[config.mk]
export PLATFORM = sky130hd
export DESIGN_NAME = aw_wr_ctrl
export DESIGN_NICKNAME = d
export VERILOG_FILES = /design/src/rtl/aw_wr_ctrl.sv
export SDC_FILE = /design/constraint.sdc
export NUM_CORES = 1
export LEC_CHECK = 0
export CAP_MARGIN = 40
export CORE_ASPECT_RATIO = 2
export CORE_MARGIN = 8
export CORE_UTILIZATION = 38
export CTS_CLUSTER_DIAMETER = 100
export DETAILED_ROUTE_END_ITERATION = 12
export PLACE_DENSITY_LB_ADDON = 0.08
export SLEW_MARGIN = 20
export SYNTH_ARGS = -nofsm -noshare
export SYNTH_HDL_FRONTEND = slang
export SYNTH_SLANG_ARGS = --single-unit
export TNS_END_PERCENT = 30
[constraint.sdc]
create_clock -name clk -period 1.4 [get_ports clk]
set_input_delay 0.21 -clock clk [delete_from_list [all_inputs] [get_ports clk]]
set_output_delay 0.21 -clock clk [all_outputs]
set_load 0.01 [all_outputs]
[src/rtl/aw_wr_ctrl.sv]
// Write-address stage: decodes M1 AW to S0/S1/DS, forwards it to the selected slave,
// and holds a one-hot write select for the W router until the burst's last beat.
module aw_wr_ctrl #(
   parameter int                   ID_BITS   = 4,
   parameter int                   ADDR_BITS = 32,
   parameter logic [ADDR_BITS-1:0] S0_BASE   = 32'h0000_0000,
   parameter logic [ADDR_BITS-1:0] S1_BASE   = 32'h0001_0000,
   parameter logic [3:0]           M1_TAG    = 4'b0010
) (
   input  logic                 clk,
   input  logic                 rst,
   input  logic [ID_BITS-1:0]   M1_AWID,
   input  logic [ADDR_BITS-1:0] M1_AWAddr,
   input  logic [3:0]           M1_AWLen,
   input  logic [2:0]           M1_AWSize,
   input  logic [1:0]           M1_AWBurst,
   input  logic                 M1_AWValid,
   output logic                 M1_AWReady,
   output logic [ID_BITS+3:0]   S_AWID,
   output logic [ADDR_BITS-1:0] S_AWAddr,
   output logic [3:0]           S_AWLen,
   output logic [2:0]           S_AWSize,
   output logic [1:0]           S_AWBurst,
   output logic                 S0_AWValid,
   output logic                 S1_AWValid,
   output logic                 DS_AWValid,
   input  logic                 S0_AWReady,
   input  logic                 S1_AWReady,
   input  logic                 DS_AWReady,
   input  logic                 M1_WValid,
   input  logic                 M1_WReady,
   input  logic                 M1_WLast,
   output logic [2:0]           wr_sel,
   output logic                 wlast_err,
   output logic [1:0]           fsm_state
);

   // Handshakes: a transfer happens on a rising edge where valid and ready are both 1;
   // valid and payload stay stable until that edge, ready may change freely.
   typedef enum logic [1:0] {ST_IDLE = 2'd0, ST_ADDR = 2'd1, ST_DATA = 2'd2} state_t;

   state_t     state, state_nxt;
   logic       aw_hs, w_hs, slv_ready;
   logic [2:0] sel_dec, sel_q, s_valid;
   logic [3:0] beat_cnt;
   logic       aw_ready_d, err_d;
   logic [2:0] s_valid_d, wr_sel_d;

   assign aw_hs     = M1_AWValid & M1_AWReady;
   assign w_hs      = M1_WValid & M1_WReady;
   assign slv_ready = |(sel_q & {DS_AWReady, S1_AWReady, S0_AWReady});
   assign fsm_state = state;

   assign S0_AWValid = s_valid[0];
   assign S1_AWValid = s_valid[1];
   assign DS_AWValid = s_valid[2];

   always_comb begin
      sel_dec = 3'b100;
      if (M1_AWAddr[ADDR_BITS-1:ADDR_BITS-16] == S0_BASE[ADDR_BITS-1:ADDR_BITS-16])
         sel_dec = 3'b001;
      else if (M1_AWAddr[ADDR_BITS-1:ADDR_BITS-16] == S1_BASE[ADDR_BITS-1:ADDR_BITS-16])
         sel_dec = 3'b010;
   end

   always_ff @(posedge clk or negedge rst) begin
      if (!rst) state <= ST_IDLE;
      else      state <= state_nxt;
   end

   always_comb begin
      state_nxt = state;
      case (state)
         ST_IDLE: if (aw_hs)               state_nxt = ST_ADDR;
         ST_ADDR: if (slv_ready)           state_nxt = ST_DATA;
         ST_DATA: if (w_hs && M1_WLast)    state_nxt = ST_IDLE;
         default:                          state_nxt = ST_IDLE;
      endcase
   end

   // Next values of the registered outputs, all derived from the transition being taken.
   always_comb begin
      aw_ready_d = (state_nxt == ST_IDLE);
      s_valid_d  = 3'b000;
      wr_sel_d   = 3'b000;
      if (state_nxt == ST_ADDR)
         s_valid_d = (state == ST_IDLE) ? sel_dec : sel_q;
      if (state_nxt == ST_DATA)
         wr_sel_d = sel_q;
      err_d = (state == ST_DATA) && w_hs && (M1_WLast != (beat_cnt == S_AWLen));
   end

   always_ff @(posedge clk or negedge rst) begin
      if (!rst) begin
         M1_AWReady <= 1'b0;
         s_valid    <= 3'b000;
         wr_sel     <= 3'b000;
         wlast_err  <= 1'b0;
         sel_q      <= 3'b000;
         beat_cnt   <= 4'd0;
         S_AWID     <= '0;
         S_AWAddr   <= '0;
         S_AWLen    <= 4'd0;
         S_AWSize   <= 3'd0;
         S_AWBurst  <= 2'd0;
      end else begin
         M1_AWReady <= aw_ready_d;
         s_valid    <= s_valid_d;
         wr_sel     <= wr_sel_d;
         wlast_err  <= err_d;
         if (state == ST_IDLE && aw_hs) begin
            sel_q     <= sel_dec;
            S_AWID    <= {M1_TAG, M1_AWID};
            S_AWAddr  <= M1_AWAddr;
            S_AWLen   <= M1_AWLen;
            S_AWSize  <= M1_AWSize;
            S_AWBurst <= M1_AWBurst;
         end
         // Counter wraps naturally if the master overruns AWLen without WLast.
         if (state == ST_ADDR && slv_ready)
            beat_cnt <= 4'd0;
         else if (state == ST_DATA && w_hs)
            beat_cnt <= beat_cnt + 4'd1;
      end
   end

endmodule
* Yosys cells after proc, flatten, opt, wreduce, memory -nomap -nowiden
Index checks and enable logic that the tools add are counted.
** Word-level totals
- Bits in registers :: 63
- Latch bits :: 0
- RAM bits :: 0
- Memory bits (read-only) :: 0
- Output and inout port bits :: 59
- Word-level logic and storage cells :: 44
- Memories kept :: 0
** Operators by class
- $add $sub $neg :: 1
- Multipliers :: 0
- Div/mod/pow operators :: 0
- Order comparisons :: 0
- Eq/ne operators :: 7
- Shift operators :: 0
- Muxes and demuxes :: 11
- Bitwise logic cells :: 3
- Reduce and logical (&&, ||, !) cells :: 10
** Operators by type and width (count)
- 16-bit by 1-bit == test with 1-bit output (second input constant) :: 1
- 16-bit logical NOT :: 1
- 3-bit 2-to-1 mux :: 5
- 4-bit 2-to-1 mux :: 2
- 2-bit 2-to-1 mux :: 3
- 2-bit one-hot mux with 3 select lines :: 1
- 1-bit logical AND :: 5
- 4-bit by 1-bit adder with 4-bit output (second input constant) :: 1
- 2-bit by 1-bit == test with 1-bit output (second input constant) :: 2
- 2-bit == test (second input constant) :: 2
- 4-bit == test :: 1
- 2-bit logical NOT :: 2
- 3-bit bitwise AND :: 1
- 3-bit OR reduction :: 1
- 1-bit bitwise AND :: 2
- 2-bit nonzero test :: 1
- 1-bit inequality test :: 1

* Longest topological paths before layout
- Depth after elaboration :: 6
- Gate-level depth with buffers :: 6

* Least setup slack after synthesis
OpenSTA, ideal clock, no wires.
- Kind :: reg2reg
- Start point :: register state[1], in the netlist fsm_state[1]
- End point :: register sel_q[2]
- Arrival :: 1328 ps
- Data required time :: 1272 ps
- Path slack :: -56 ps
- Cell stages (with the launch flop) :: 5
- Period minus slack after synthesis :: 1456 ps
- Cells stage by stage :: dfrtp_1 > buf_2 > and4bb_1 > buf_2 > mux2_1
** On the way
- Longest elaborated chain between the ends :: 2
** RTL lines
- start: declaration :: line 42 : state_t state, state_nxt;
- start signal: assignment :: line 68 : else state <= state_nxt;
- 2-bit logical NOT :: line 111 : if (state == ST_IDLE && aw_hs) begin
- 1-bit logical AND :: line 111
- end signal: assignment :: line 112 : sel_q <= sel_dec;
- end: declaration :: line 44 : logic [2:0] sel_dec, sel_q, s_valid;
No other way between the ends.
A chain may end at the register's enable or synchronous reset.

* Worst setup path after layout
- Start point :: input M1_AWAddr[25]
- End point :: register s_valid[0]
** On the way
- Longest elaborated chain between the ends :: 4
** RTL lines
- start: declaration :: line 13 : input logic [ADDR_BITS-1:0] M1_AWAddr,
- 16-bit logical NOT :: line 60 : if (M1_AWAddr[ADDR_BITS-1:ADDR_BITS-16] == S0_BASE[ADDR_BITS-1:ADDR_BITS-16])
- 3-bit 2-to-1 mux :: line 60
- 3-bit 2-to-1 mux :: line 87 : s_valid_d = (state == ST_IDLE) ? sel_dec : sel_q;
- 3-bit 2-to-1 mux :: line 86 : if (state_nxt == ST_ADDR)
- net s_valid_d[0] :: line 47 : logic [2:0] s_valid_d, wr_sel_d;
- end signal: assignment :: line 108 : s_valid <= s_valid_d;
- end: declaration :: line 44
The timed path passes the listed nets, and every way through them passes these cells.

==> run summary <==
• complete, no violations — status
• 16.29% — all-layer global routing usage
• 2272 — vias after detailed routing
• 2.295 nW — leakage power
• M1_AWAddr[25] — critical path launch point
• 0 — total of endpoints with negative setup slack in the final report
• 5 — largest fanout on the critical path
• 35.3% — part of the power in registers
• 0.07 ns — setup slack, reg-to-reg
• 462 — Final #Nets
• 499 — Non-Filler Instances
• 1061 µV — Max IR drop VDD
• built — clock tree from TritonCTS
• 0 — final routed DRC violation total
• 67.51% — Area Growth Syn to Fin
• 2 — maximum count of clock buffers along a single path
• 5.613 mm — DP Wirelength
• a2111oi_4 — Slowest-stage cell, CP
• 42 — std cell rows
• 0 — reported max-cap violation count
• 740.3 MHz — Fmax achieved
• 1932 mW/mm² — power density normalized to cell area
• 2.863 mW — switching pwr
• 0.1904 ns — tightest hold margin
• fsm_state[0]$_DFF_PN0_ — Worst R2R Start
• dlygate4sd2_1 > nor4_4 > buf_4 > nand4_1 > buf_6 > a2111oi_4 — cell chain of the critical path
• 7.526 mm — Post-Route WL
• 0.006569 mm² — Placeable Area
• 74.10 µm — die width
• 0 — final number of max-transition violations
• 0 — Yosys warning count
• clkbuf_16 — buffer cell driving the clock tree root
• 0.32 ns — clock insertion delay at the later pin of the skew report
• 9 — number of buffers added by the clock tree synthesis step
• 64 — maximum number of pins on one net before global-route repair
• 0 — total inserted antenna cells
• buffers and inverters — critical path's top delay family
• 0.007042 ns — Max Clock Skew
• 39.05% — starting utilization of the core area
• dfrtp_1 61%, nand2_1 20%, xor2_1 1.7% — cells taking the most area after synthesis
• 0 — antenna violations before repair
• 2485 — number of global-route vias before repair
• nand2_1 — most common cell after layout, fill and taps aside
• 0.004297 mm² — Non-Filler Cell Area, Final
• 494 µm — met3 routed WL
• 63 — sinks on the clock net
• 132.2 µm — overall die height
• 0.7479 — Placer Congestion
• 4.553 — via density per instance
• 0 — Final ANT Viol Nets
• 271 — synthesized instance count
• input port to flip-flop — worst min-delay path class
• input port — critical path launch point type
• 12.25 mm — first-pass GRT wire length
• 61.46% — area share of the leading cell type in the synthesized netlist
• 481 — Inst Count DP
• 96.49% — final cycle utilization of the critical path
• 0.003938 mm² — area post-placement
• 63 — Yosys reg bits
• 100 — DRC marker count from the first detailed-route iteration
• 5.438 mW — internal power consumption
• s_valid[0]$_DFF_PN0_ — terminus of the critical flop-to-flop path
• 40.2% — relative contribution of combinational cells to total power
• 577 — total of fill cells in the finished design
• dfrtp_1 — most area-hungry cell type in the Yosys netlist
• 113 — number of ports placed on the die boundary
• 2.834 mm — routed length on met1
• 3 — R2R depth
• 1.351 ns — shortest period the worst path allows
• 6 — number of stages on the worst setup path
• 4 — 1st-pass router iterations
• 4.112 mm — detailed-routed wire length on met2
• 13.87% — ratio of cells with drive above 1 in the final layout
• 35 — number of distinct library cells after synthesis
• 0 — final hold violation count
• 1.56 ns — worst endpoint data arrival time
• 0.05 ns — clock slew at reported path FFs
• 3 — total buffers and inverters traversed by the critical path
• 109 — quantity of I/O buffers inserted on ports
• 137 x nand2_1, 62 x dfrtp_1, 62 x dlygate4sd2_1, 41 x clkdlybuf4s50_1, 20 x buf_4 — leading cell types in the layout, fill and taps excluded
• 3 — number of levels in the clock H-tree
• flip-flop — Critical Path End Type
• met4 — highest metal used
• 24.5% — share of power burned in the clock network
• 34.49% — fraction of power spent switching nets
• 9.465 µm² — Synth Area per Inst
• 0 — gr ovfl total
• 0.002565 mm² — post-synthesis instance area
• input port to flip-flop — CP Class
• 15.08 µm — detailed-route wire length per cell
• 1.61 ns — data required time of the critical path
• 0.34 ns — critical path's largest stage delay
• s_valid[0]$_DFF_PN0_ — Worst Setup EP
• 0.009795 mm² — die area
• 61.46% — share of the yosys chip area belonging to registers
[through the flow]
stage | utilization, % | setup TNS (ns) | power (mW) | worst slack (ns)
after CTS | 64.08 | -0.02289 | 8.311 | -0.02289
after global routing | 65.41 | -0.01090 | 8.885 | -0.01090
after detailed placement | 59.94 | -9.097 | 6.679 | -0.6075
final | 65.41 | 0 | 8.302 | 0.04916
after global placement | 59.94 | -8.261 | 6.602 | -0.5712
after floorplan | - | 0 | 4.466 | 0.004244
[cell families after synthesis]
kind of cell             Yosys count  share of synthesized area [%]
AO/OA/AOI/OAI                     12                          3.659
XOR/XNOR                           5                          1.707
adder cells (fa/ha/maj)            1                         0.4877
buffers and inverters             17                          3.317
flip-flops                        63                          61.46
multiplexers                       3                          1.268
other                              1                         0.1462
AND/OR/NAND/NOR                  169                          27.95
[power by group through the flow]
stage	clock [mW]	sequential, mW	combinational, mW
2_1_floorplan	0	3.27	1.19
3_3_place_gp	0	2.95	3.66
3_5_place_dp	0	2.98	3.70
4_1_cts	2.08	2.94	3.29
5_1_grt	2.16	3.02	3.70
6_report	2.04	2.93	3.33
[synthesized netlist by cell type]
cell	count
nor2_1	9
and2_1	4
a2111oi_2	2
nand3_1	1
clkbuf_1	3
o31ai_1	1
and3_1	1
conb_1	1
nand4b_4	1
buf_2	8
mux2i_1	1
nor3_1	2
nor4_1	4
inv_2	1
and4bb_1	1
nand2_1	137
mux2_1	1
a21oi_1	3
dfrtp_1	63
nand2b_1	3
nand4_1	1
mux2_2	1
a222oi_1	1
ha_1	1
nor2b_1	1
buf_4	3
nand4bb_1	1
xor2_1	5
or2_2	1
o21ai_0	2
o311a_1	1
o21ai_1	1
o22ai_1	1
inv_1	2
or3_1	2
[how the worst min path moves through the flow]
stage / to / from / depth (start not counted)
floorplan: M1_AWReady$_DFF_PN0_ / rst / 0
global placement: S_AWID[3]$_DFFE_PN0P_ / rst / 2
detailed placement: S_AWSize[1]$_DFFE_PN0P_ / rst / 2
CTS: S_AWAddr[19]$_DFFE_PN0P_ / M1_AWAddr[19] / 3
global route: S_AWAddr[17]$_DFFE_PN0P_ / M1_AWAddr[17] / 3
finish: S_AWAddr[17]$_DFFE_PN0P_ / M1_AWAddr[17] / 3
[worst min-delay path: stages]
cell and delay, ns:
dlymetal6s2s_1 0.15, nand2_1 0.07, nand2_1 0.05
[flip-flops by register name, summed over array words and instances, names as in the netlist]
| signal | count |
|---|---|
| S_AWBurst | 2 |
| sel_q | 3 |
| beat_cnt | 4 |
| S_AWAddr | 32 |
| wr_sel | 3 |
| S_AWSize | 3 |
| fsm_state | 2 |
| M1_AWReady | 1 |
| wlast_err | 1 |
| s_valid | 3 |
| S_AWLen | 4 |
| S_AWID | 5 |
[layer usage]
layer	up-vias	track usage, %
met5	-	0
met4	0	6.390
met3	6	6.021
met2	63	27.85
met1	1079	17.04
li1	1124	-
[cell type report]
type | count | area (µm²) | share of cell area (%)
flip-flops and latches | 63 | 1578 | 36.72
repair buffers | 137 | 1299 | 30.23
multi-input cells | 193 | 1021 | 23.76
clock buffers | 15 | 277.8 | 6.465
well taps | 88 | 110.1 | 2.563
inverters | 3 | 11.26 | 0.2621
[repair_timing]
item / 4_1_cts / 5_1_grt
endpoints found under the hold margin: 63 / 0
hold buffers: 1 / 0
pin swaps: 4 / 7
setup endpoints to repair: 75 / 45
buffers inserted: 0 / 2
resized for setup: 72 / 15
No activity file was read; power rests on OpenSTA's default activity.
